===== src/rtl/app_div_unit.sv =====
// Approximate (Mitchell log-domain) 16-bit divider producing a Q16.16 quotient.
// Latency: out_valid rises on the 4th rising edge counting the accept edge as the first; one op per 5 clk at best.
// Backpressure: DONE holds quotient/div_by_zero until out_ready; in_ready is high only in IDLE.
// Optional feature: define APP_DIV_CORR_EN to apply a saturating fraction correction on borrow.
module app_div_unit #(
  parameter logic [31:0] ZERO_DIV_VALUE = 32'hFFFF_FFFF
`ifdef APP_DIV_CORR_EN
  , parameter logic [14:0] CORR_VALUE = 15'h0500
`endif
) (
  input  logic        clk,
  input  logic        reset,
  input  logic        in_valid,
  output logic        in_ready,
  input  logic        sign,
  input  logic [15:0] dividend,
  input  logic [15:0] divisor,
  output logic        out_valid,
  input  logic        out_ready,
  output logic [31:0] quotient,
  output logic        div_by_zero
);

  typedef enum logic [2:0] {
    IDLE = 3'd0,
    LOG  = 3'd1,
    DIFF = 3'd2,
    ANTI = 3'd3,
    DONE = 3'd4
  } state_t;

  state_t state;

  // captured operands
  logic [15:0] op_a;
  logic [15:0] op_b;
  logic        op_sign;

  // log-domain terms
  logic [3:0]  ka;
  logic [3:0]  kb;
  logic [14:0] fa;
  logic [14:0] fb;
  logic        neg;
  logic        zdiv;
  logic        znum;

  // difference of logs
  logic signed [5:0] chr;
  logic [14:0]       frac;

  // Leading-one index; an all-zero value yields 0 (zero operands take the special path).
  function automatic logic [3:0] lead_one(input logic [15:0] v);
    logic [3:0] idx;
    idx = 4'd0;
    for (int i = 0; i < 16; i++) begin
      if (v[i]) idx = i[3:0];
    end
    return idx;
  endfunction

  // Bits below the leading one, left-aligned into 15 bits.
  function automatic logic [14:0] frac_of(input logic [15:0] v, input logic [3:0] k);
    logic [15:0] t;
    t = v << (4'd15 - k);
    return t[14:0];
  endfunction

  logic [15:0]       mag_a;
  logic [15:0]       mag_b;
  logic [3:0]        ka_c;
  logic [3:0]        kb_c;
  logic [14:0]       fa_c;
  logic [14:0]       fb_c;
  logic [15:0]       fdiff;
  logic              borrow;
  logic signed [5:0] chr_c;
  logic [14:0]       frac_c;
  logic signed [5:0] shift_s;
  logic [5:0]        shift_n;
  logic [31:0]       m_wide;
  logic [31:0]       q_c;

  // Per-stage combinational datapath feeding the FSM registers.
  always_comb begin
    mag_a   = (op_sign && op_a[15]) ? (~op_a + 16'd1) : op_a;
    mag_b   = (op_sign && op_b[15]) ? (~op_b + 16'd1) : op_b;
    ka_c    = lead_one(mag_a);
    kb_c    = lead_one(mag_b);
    fa_c    = frac_of(mag_a, ka_c);
    fb_c    = frac_of(mag_b, kb_c);

    // Adding 2^15 on borrow only clears bit 15, so the low 15 bits are already the fraction.
    fdiff   = {1'b0, fa} - {1'b0, fb};
    borrow  = fdiff[15];
    chr_c   = $signed({2'b00, ka}) - $signed({2'b00, kb}) - $signed({5'b0, borrow});
`ifdef APP_DIV_CORR_EN
    if (borrow) begin
      frac_c = (fdiff[14:0] > CORR_VALUE) ? (fdiff[14:0] - CORR_VALUE) : 15'd0;
    end else begin
      frac_c = fdiff[14:0];
    end
`else
    frac_c  = fdiff[14:0];
`endif

    // Mantissa is Q1.15, result is Q16.16, hence the extra +1 on the shift.
    shift_s = chr + 6'sd1;
    shift_n = 6'd0 - shift_s;
    m_wide  = {16'b0, 1'b1, frac};
    if (!shift_s[5]) begin
      q_c = m_wide << shift_s[4:0];
    end else begin
      q_c = m_wide >> shift_n[4:0];
    end
    if (neg) begin
      q_c = ~q_c + 32'd1;
    end
  end

  // Control FSM with registered handshake and result outputs.
  always_ff @(posedge clk or posedge reset) begin
    if (reset) begin
      state       <= IDLE;
      in_ready    <= 1'b1;
      out_valid   <= 1'b0;
      quotient    <= 32'd0;
      div_by_zero <= 1'b0;
      op_a        <= 16'd0;
      op_b        <= 16'd0;
      op_sign     <= 1'b0;
      ka          <= 4'd0;
      kb          <= 4'd0;
      fa          <= 15'd0;
      fb          <= 15'd0;
      neg         <= 1'b0;
      zdiv        <= 1'b0;
      znum        <= 1'b0;
      chr         <= 6'sd0;
      frac        <= 15'd0;
    end else begin
      case (state)
        IDLE: begin
          // Operands are only sampled on a real accept, so idle-time X never enters the datapath.
          if (in_valid) begin
            op_a     <= dividend;
            op_b     <= divisor;
            op_sign  <= sign;
            in_ready <= 1'b0;
            state    <= LOG;
          end
        end
        LOG: begin
          ka    <= ka_c;
          kb    <= kb_c;
          fa    <= fa_c;
          fb    <= fb_c;
          neg   <= op_sign && (op_a[15] ^ op_b[15]);
          zdiv  <= (op_b == 16'd0);
          znum  <= (op_a == 16'd0);
          state <= DIFF;
        end
        DIFF: begin
          chr   <= chr_c;
          frac  <= frac_c;
          state <= ANTI;
        end
        ANTI: begin
          // Special cases ride through the pipeline and override here to keep latency fixed.
          if (zdiv) begin
            quotient <= ZERO_DIV_VALUE;
          end else if (znum) begin
            quotient <= 32'd0;
          end else begin
            quotient <= q_c;
          end
          div_by_zero <= zdiv;
          out_valid   <= 1'b1;
          state       <= DONE;
        end
        DONE: begin
          if (out_ready) begin
            out_valid <= 1'b0;
            in_ready  <= 1'b1;
            state     <= IDLE;
          end
        end
        default: begin
          out_valid <= 1'b0;
          in_ready  <= 1'b1;
          state     <= IDLE;
        end
      endcase
    end
  end

endmodule


===== config.mk =====
export PLATFORM = sky130hd
export DESIGN_NAME = app_div_unit
export DESIGN_NICKNAME = d
export VERILOG_FILES = /design/src/rtl/app_div_unit.sv
export SDC_FILE = /design/constraint.sdc
export NUM_CORES = 1
export LEC_CHECK = 0
export CORE_MARGIN = 5
export CORE_UTILIZATION = 55
export CTS_BUF_LIST = sky130_fd_sc_hd__clkbuf_4 sky130_fd_sc_hd__clkbuf_8
export CTS_CLUSTER_DIAMETER = 150
export DETAILED_ROUTE_END_ITERATION = 16
export PLACE_DENSITY = 0.75
export RECOVER_POWER = 100
export SYNTH_ARGS = -nofsm -noshare
export SYNTH_HDL_FRONTEND = slang
export SYNTH_SLANG_ARGS = --single-unit

===== constraint.sdc =====
create_clock -name clk -period 5.65 [get_ports clk]
set_input_delay 1.13 -clock clk [delete_from_list [all_inputs] [get_ports clk]]
set_output_delay 1.13 -clock clk [all_outputs]
set_load 0.01 [all_outputs]

==> flow_summary.yaml, run 1 <==
outcome:
  status: "finished, violations left"
  violations: "max-capacitance violations, max-slew violations"
die:
  die_area_um2: 23700
  initial_core_util_pct: 56.1
  std_cell_rows: 52
  core_um2: 20300
  chipWidth_um: 154
  die_h_um: 154
  io_pins: 72
timing:
  fmax_mhz: 195
  finalCritPeriodShare_pct: 90.9
  tns_ns: 0
  final_hold_viol_count: 0
  skew_ns: 0.0153
  period_needed_ns: 5.14
  worst_slew_margin_rel_pct: -16.6
  setup_viol: 0
  tightest_slew_ns: 1.75
  drv_slew: 123
  rsz0062_at_grt: "false"
cts:
  cts_hold_buf: 0
  clock_path_buffers: 2
  post_cts_resized: 0
  cts_sinks: 133
  numCtsBuffers: 17
  post_cts_buffers: 0
  clkLatencyLatePin_ns: 0.47
  clk_pin_slew_worst_paths_ns: 0.09
  htree_levels: 4
  clock_tree.root_cell: "clkbuf_8"
  cts_tree: "yes"
synthesis:
  avgSynthCellArea_um2: 8.36
  synth_top_cell_area_share_pct: 29.0
  synth_edf_count: 0
  yosys_warnings: 0
  synth_nets: 1430
  yosysTopAreaCell: "dfrtp_1"
  seq_area_frac_synth_pct: 29.2
  ys_types: 95
  synth_flop_cell: "dfrtp_1"
  synth_seq_cells: 133
  netlist_top_cells_area: "dfrtp_1 29%, mux2_2 6.1%, mux2i_1 5.2%"
  synthCells: 1363
  async_reset_ff_share_pct: 100
  syn-cell-area_um2: 11400
drt:
  vias_per_cell: 6.31
  ant_nets: 0
  drt_iter0_drc: 975
  avgRoutedWirePerCell_um: 19.3
  vias: 10467
  first_pass_iters: 6
  drc_errors: 0
  routed_wl_um: 32000
flow_run:
  drv_cap: 3
place:
  dpl.hpwl_um: 24000
  place_congestion: 0.992
  port_buffers: 71
cells_and_area:
  drive_above_1_share_pct: 10.2
  final_nets: 1443
  fill_cells: 1804
  utilization_pct: 61.6
  syn_to_final_growth_pct: 9.73
min_path:
  min_to: "in_ready$_DFFE_PP1P_"
  hp-start: "in_ready$_DFFE_PP1P_"
  whs_path_depth: 2
  hold_path_class: "reg -> reg"
worst_setup_path:
  cp.required_ns: 5.99
  crit_path_end_kind: "flip-flop"
  cp_max_fo: 14
  rr_startpoint: "chr[1]$_DFFE_PP0N_"
  r2r_cells: 14
  r2r_slack_ns: 0.51
  start_kind: "flip-flop"
  reg2reg_to: "quotient[29]$_DFFE_PP0P_"
  worstPathArrival_ns: 5.47
  worst-setup-path-type: "reg -> reg"
grt:
  grt_first_pass_wirelength_um: 52800
  grt_use_total_pct: 27.0
  grt_overflow: 0
  grt_pass1_vias: 9875
  grt_max_degree: 102
  antenna_found_initial: 0
synth_stat cells, types with 24 or more instances:
library cell,count
xnor2_1,41
nand2_1,144
ha_1,28
nor3_1,34
clkbuf_1,57
xor2_1,35
mux2_2,62
nand3_1,24
o21ai_0,107
nor2_1,104
dfrtp_1,132
inv_1,52
a21oi_1,94
mux2i_1,59
layout make-up:
class / count / area [um^2] / share of cell area, %
Multi-Input combinational cell: 1081 / 7380 / 59.0
Sequential cell: 133 / 3330 / 26.6
Timing Repair Buffer: 89 / 820 / 6.56
Tap cell: 270 / 338 / 2.70
Clock buffer: 18 / 248 / 1.98
Inverter: 54 / 208 / 1.66
Clock inverter: 14 / 173 / 1.38
Antenna cell: 1 / 2.50 / 0.0200
layer usage:
layer  global-route usage, %  vias to the layer above  share of wire, %
met5                       0                        -                 0
met4                    13.2                        0               4.7
met3                    3.99                       95               5.4
met2                    45.3                      381                48
met1                    34.2                     4972                42
li1                        -                     5019                 -
placed cells by master (no fill, tap or decap), types with 13 or more instances in the layout:
master,n
nand2_1,144
dfrtp_1,131
o21ai_0,110
nor2_1,104
a21oi_1,94
mux2i_1,59
mux2_2,54
inv_1,51
xnor2_1,41
dlygate4sd3_1,38
xor2_1,35
nor3_1,34
clkdlybuf4s50_1,33
ha_1,27
nand3_1,24
a211oi_1,22
o31ai_1,18
clkbuf_8,18
a31oi_1,17
and3_1,14
nand2b_1,14
o22ai_1,13
a22oi_1,13
state kept, by name (all words and copies together), names as in the netlist:
register and cells:
out_valid 1, in_ready 1, fb 15, kb 4
chr 6, ka 4, state 3, op_sign 1
zdiv 1, div_by_zero 1, frac 15, fa 15
znum 1, op_a 16, op_b 16, quotient 32
neg 1
worst max-delay path by stage:
stage / from / to / slack [ns] / cells past startpoint
3_5_place_dp: chr[0]$_DFFE_PP0N_ / quotient[29]$_DFFE_PP0P_ / 0.81 / 14
3_3_place_gp: chr[0]$_DFFE_PP0N_ / quotient[29]$_DFFE_PP0P_ / 0.90 / 14
2_1_floorplan: reset / chr[0]$_DFFE_PP0N_ / 0.97 / 1
6_report: chr[1]$_DFFE_PP0N_ / quotient[29]$_DFFE_PP0P_ / 0.51 / 14
4_1_cts: chr[0]$_DFFE_PP0N_ / quotient[29]$_DFFE_PP0P_ / 0.76 / 14
5_1_grt: chr[1]$_DFFE_PP0N_ / quotient[29]$_DFFE_PP0P_ / 0.18 / 14
kinds of logic after synthesis:
kind of cell    count (synthesis)  synth area share [%]
xor+xnor                       80                  6.47
mux                           136                  13.6
simple gates                  428                  18.4
flops                         133                  29.2
buf+inv                       149                  5.80
fa+ha+maj                      30                  3.43
compound gates                407                  23.1
critical path: stages (launching register included):
cell and delay (ns):
dfrtp_1 0.60, ha_1 0.53, ha_1 0.37, nor2b_1 0.32, xor2_1 0.17, clkbuf_1 0.41, mux2_2 0.38, mux4_2 0.51
o2111ai_1 0.20, nand3_1 0.18, and2b_1 0.39, nand4_1 0.26, o41ai_2 0.43, xor2_1 0.18, o21ai_1 0.07
per-stage QoR:
step | setup WS, ns | hold slack [ns] | std cells | instance area, um^2
detailed placement | 0.811 | 0.465 | 1627 | 12100
global route | 0.178 | 0.499 | 1659 | 12500
CTS | 0.765 | 0.484 | 1659 | 12600
finish | 0.513 | 0.478 | 1660 | 12500
global placement | 0.900 | 0.454 | 1627 | 12100
floorplan | 0.967 | 0.445 | 1363 | 11400
Power of run 1 is left out: the tool's default activity adds up to more than one toggle a clock period on the data nets, which glitch-free logic cannot reach.
==> run 2: changes to the inputs <==
- CTS_CLUSTER_DIAMETER: 150 -> 40
- REMOVE_ABC_BUFFERS: not set -> 1
- clock period: 5.65 -> 5.05 ns (I/O delays scaled with it)
==> run 2 against run 1 <==
Via count increased by 0.45%. The flow still finishes with violations (max-capacitance violations, max-slew violations). Cell area increased by 0.78%. Maximum frequency increased by 12%. First-iteration DRC count increased by 2.5%. Sequential cell count unchanged. Sequential share of layout area decreased by 0.21 points. Clock-buffer cell count increased by 2. Wire length decreased by 2.2%. Setup slack got worse by 0.070 ns. Clock skew increased by 0.00065 ns. Hold slack got worse by 0.0064 ns. Core utilization increased by 0.48 points.
==> flow_summary.yaml, run 2 (synthesis gave the netlist of run 1 again) <==
drt:
  drc_errors: 0
  ant_nets: 0
  vias_per_cell: 6.28
  first_pass_iters: 6
  routed_wl_um: 31300
  avgRoutedWirePerCell_um: 18.7
  drt_iter0_drc: 999
  vias: 10514
worst_setup_path:
  crit_path_end_kind: "flip-flop"
  worst-setup-path-type: "reg -> reg"
  r2r_slack_ns: 0.44
  start_kind: "flip-flop"
  worstPathArrival_ns: 4.92
  r2r_cells: 14
  rr_startpoint: "chr[1]$_DFFE_PP0N_"
  reg2reg_to: "quotient[29]$_DFFE_PP0P_"
  cp_max_fo: 33
  cp.required_ns: 5.37
grt:
  antenna_found_initial: 0
  grt_overflow: 0
  grt_first_pass_wirelength_um: 51700
  grt_use_total_pct: 26.3
  grt_pass1_vias: 9975
  grt_max_degree: 81
cts:
  post_cts_buffers: 0
  clock_path_buffers: 2
  cts_tree: "yes"
  htree_levels: 4
  clock_tree.root_cell: "clkbuf_8"
  cts_hold_buf: 0
  clk_pin_slew_worst_paths_ns: 0.08
  post_cts_resized: 0
  clkLatencyLatePin_ns: 0.45
  numCtsBuffers: 17
  cts_sinks: 133
timing:
  final_hold_viol_count: 0
  setup_slack_ns: 0.443
  whs_ns: 0.471
  setup_viol: 0
  fmax_mhz: 217
  rsz0062_at_grt: "false"
  tightest_slew_ns: 2.99
  finalCritPeriodShare_pct: 91.2
  skew_ns: 0.0159
  period_needed_ns: 4.61
  worst_slew_margin_rel_pct: -99.8
  drv_slew: 212
outcome:
  violations: "max-capacitance violations, max-slew violations"
  status: "finished, violations left"
flow_run:
  drv_cap: 4
cells_and_area:
  top_register: "quotient"
  largestRegisters: "quotient (32), op_a (16), op_b (16)"
  syn_to_final_growth_pct: 10.6
  finalInstanceArea_um2: 12600
  drive_above_1_share_pct: 11.5
  layout_common_cells: "144 x nand2_1, 131 x dfrtp_1, 111 x o21ai_0"
  largest_reg_flops: 32
  utilization_pct: 62.1
  final_common_cell: "nand2_1"
  final_nets: 1458
  diodes: 0
die:
  initial_core_util_pct: 56.1
  core_um2: 20300
  chipWidth_um: 154
  std_cell_rows: 52
  die_area_um2: 23700
  die_h_um: 154
  io_pins: 72
min_path:
  hold_path_class: "reg -> reg"
  min_to: "quotient[0]$_DFFE_PP0P_"
  hp-start: "quotient[0]$_DFFE_PP0P_"
  whs_path_depth: 2
place:
  place_area_um2: 12300
  dpl.hpwl_um: 23700
  place_congestion: 0.935
  port_buffers: 71
  pre_cts_slack_ns: 0.523
==> run 2: area by class of cell <==
cell class	instances	area, um^2
fill	1859	7700
clock buffer	20	269
inverter	54	203
sequential	133	3330
multi-input combinational	1081	7400
tap	270	338
timing repair buffer	104	931
clock inverter	11	125
==> run 2: worst max-delay path: stages (launching register included) <==
cell and delay, ns:
dfrtp_1 0.39, clkbuf_1 0.27, ha_1 0.29, ha_1 0.36, buf_4 0.35, inv_1 0.10
ha_1 0.45, nor4_1 0.15, a221o_1 0.44, or4b_4 0.55, nor4_4 0.30, nand4_2 0.20
o41ai_2 0.40, xor2_1 0.17, o21ai_1 0.06
==> run 2: worst max path at each step <==
stage	start	end
3_5_place_dp	chr[0]$_DFFE_PP0N_	quotient[29]$_DFFE_PP0P_
6_report	chr[1]$_DFFE_PP0N_	quotient[29]$_DFFE_PP0P_
3_3_place_gp	chr[0]$_DFFE_PP0N_	quotient[29]$_DFFE_PP0P_
2_1_floorplan	chr[0]$_DFFE_PP0N_	quotient[29]$_DFFE_PP0P_
4_1_cts	chr[0]$_DFFE_PP0N_	quotient[29]$_DFFE_PP0P_
5_1_grt	chr[1]$_DFFE_PP0N_	quotient[28]$_DFFE_PP0P_
==> run 2: per-layer routing <==
layer	vias to the layer above	part of all wire [%]	routed length (um)	global-route usage (%)
met2	361	49	15200	44.7
met4	0	2.9	901	8.92
met1	5046	44	13700	34.7
met3	63	4.9	1520	3.40
met5	-	0	0	0
li1	5044	-	-	-
==> run 2: through the flow <==
stage | TNS, ns | cells
6_report | 0 | 1673
5_1_grt | 0 | 1673
4_1_cts | 0 | 1673
3_5_place_dp | 0 | 1642
3_3_place_gp | 0 | 1642
2_1_floorplan | -49.10 | 1268
Power of run 2 is left out for the same reason.
==> run 3: changes to the inputs <==
- RECOVER_POWER: 100 -> not set
- SLEW_MARGIN: not set -> 20
==> run 3 against run 2 <==
The run now ends clean. Clock-buffer cell count unchanged. Global-route usage stayed put. Hold slack better by 0.0049 ns. Critical path depth grew 1. Maximum frequency rose by 1.1%. Sequential share of layout area down 0.11 points. Via count grew 0.35%. Clock skew up 0.0032 ns. Register-to-register slack gained 0.05 ns. Die area stayed put. Critical path type unchanged.
==> flow_summary.yaml, run 3 (synthesis gave the netlist of run 1 again) <==
outcome:
  status: "completed"
cts:
  htree_levels: 4
  post_cts_resized: 0
  post_cts_buffers: 0
  cts_sinks: 133
  clock_tree.root_cell: "clkbuf_8"
  cts_tree: "yes"
  clock_path_buffers: 2
  numCtsBuffers: 17
  clk_pin_slew_worst_paths_ns: 0.09
  cts_hold_buf: 0
  clkLatencyLatePin_ns: 0.45
drt:
  wl_met1_um: 13500
  vias: 10551
  drc_errors: 0
  ant_nets: 0
  avgRoutedWirePerCell_um: 18.7
  routed_wl_um: 31400
  wl_met2_um: 15200
  first_pass_iters: 6
  met3_length_um: 1740
  drt_iter0_drc: 1000
  vias_per_cell: 6.31
  top_layer_used: "met4"
worst_setup_path:
  cp.required_ns: 5.37
  start_kind: "flip-flop"
  crit_path_end_kind: "flip-flop"
  cp-startpoint: "chr[0]$_DFFE_PP0N_"
  worstPathArrival_ns: 4.87
  rr_startpoint: "chr[0]$_DFFE_PP0N_"
  worst-setup-path-type: "reg -> reg"
  cp_max_fo: 20
cells_and_area:
  fill_cells: 1855
  utilization_pct: 62.3
  multiInputGateArea_um2: 7420
  drive_above_1_share_pct: 12.6
  seq_area_um2: 3330
  layout_common_cells: "144 x nand2_1, 131 x dfrtp_1, 107 x o21ai_0"
  final_nets: 1458
  largestRegisters: "quotient (32), op_a (16), op_b (16)"
  final_common_cell: "nand2_1"
  top_register: "quotient"
  diodes: 0
  syn_to_final_growth_pct: 11.1
  largest_reg_flops: 32
grt:
  grt_use_total_pct: 26.3
  grt_first_pass_wirelength_um: 51700
  grt_overflow: 0
  grt_pass1_vias: 9975
  antenna_found_initial: 0
  grt_max_degree: 81
die:
  initial_core_util_pct: 56.1
  chipWidth_um: 154
  core_um2: 20300
  io_pins: 72
  std_cell_rows: 52
  die_area_um2: 23700
  die_h_um: 154
flow_run:
  drv_cap: 0
timing:
  skew_ns: 0.0191
  worst_slew_margin_rel_pct: 34.0
  tns_ns: 0
  finalCritPeriodShare_pct: 90.2
  rsz0062_at_grt: "false"
  tightest_slew_ns: 0.984
  setup_viol: 0
  period_needed_ns: 4.56
  drv_slew: 0
  final_hold_viol_count: 0
  fmax_mhz: 219
place:
  dpl.hpwl_um: 23700
  port_buffers: 71
  place_congestion: 0.935
min_path:
  hp-start: "quotient[0]$_DFFE_PP0P_"
  hold_path_class: "reg -> reg"
run 3: cell types whose count changed in the layout (fill, tap and decap cells not counted), sizes merged:
cell and change:
dlygate4sd3 -38, clkdlybuf4s50 +38, clkbuf -8, buf +8
run 3: area by class of cell:
class	count	share of cell area [%]
Multi-Input combinational cell	1081	58.7
Tap cell	270	2.67
Timing Repair Buffer	104	7.58
Clock inverter	11	0.989
Clock buffer	20	2.13
Inverter	54	1.64
Sequential cell	133	26.3
run 3: per-layer routing:
metal / vias up / track usage (%)
met5: - / 0
met4: 0 / 8.92
met3: 58 / 3.40
met2: 384 / 44.7
met1: 5065 / 34.7
li1: 5044 / -
run 3: per-stage QoR:
stage / area, um^2 / setup WS [ns] / hold WS [ns] / instances
floorplan: 10900 / -1.72 / 0.445 / 1268
global placement: 12300 / 0.567 / 0.457 / 1642
detailed placement: 12300 / 0.523 / 0.466 / 1642
CTS: 12600 / 0.512 / 0.483 / 1673
global route: 12600 / 0.273 / 0.496 / 1673
finish: 12600 / 0.494 / 0.476 / 1673
run 3: final timing paths:
path / to / slack, ns / depth (start not counted)
setup / recovery: quotient[29]$_DFFE_PP0P_ / 0.49 / 15
hold / removal: quotient[0]$_DFFE_PP0P_ / 0.48 / 2
setup reg to reg: quotient[29]$_DFFE_PP0P_ / 0.49 / 15
hold reg to reg: quotient[0]$_DFFE_PP0P_ / 0.48 / 2
max in group asynchronous: fa[11]$_DFFE_PP0P_ / 3.12 / 3
min in group asynchronous: op_b[13]$_DFFE_PP0P_ / 1.07 / 2
run 3: worst max-delay path, cell delays in order (launching register included):
cell	delay [ns]
dfrtp_2	0.38
inv_2	0.04
ha_2	0.62
buf_4	0.25
mux2_4	0.32
mux2i_1	0.40
a211oi_1	0.15
nor3_2	0.22
o32ai_1	0.16
buf_4	0.18
or4b_4	0.57
nor4_4	0.30
nand4_2	0.20
o41ai_2	0.40
xor2_1	0.17
o21ai_1	0.07
Power of run 3 is left out for the same reason.
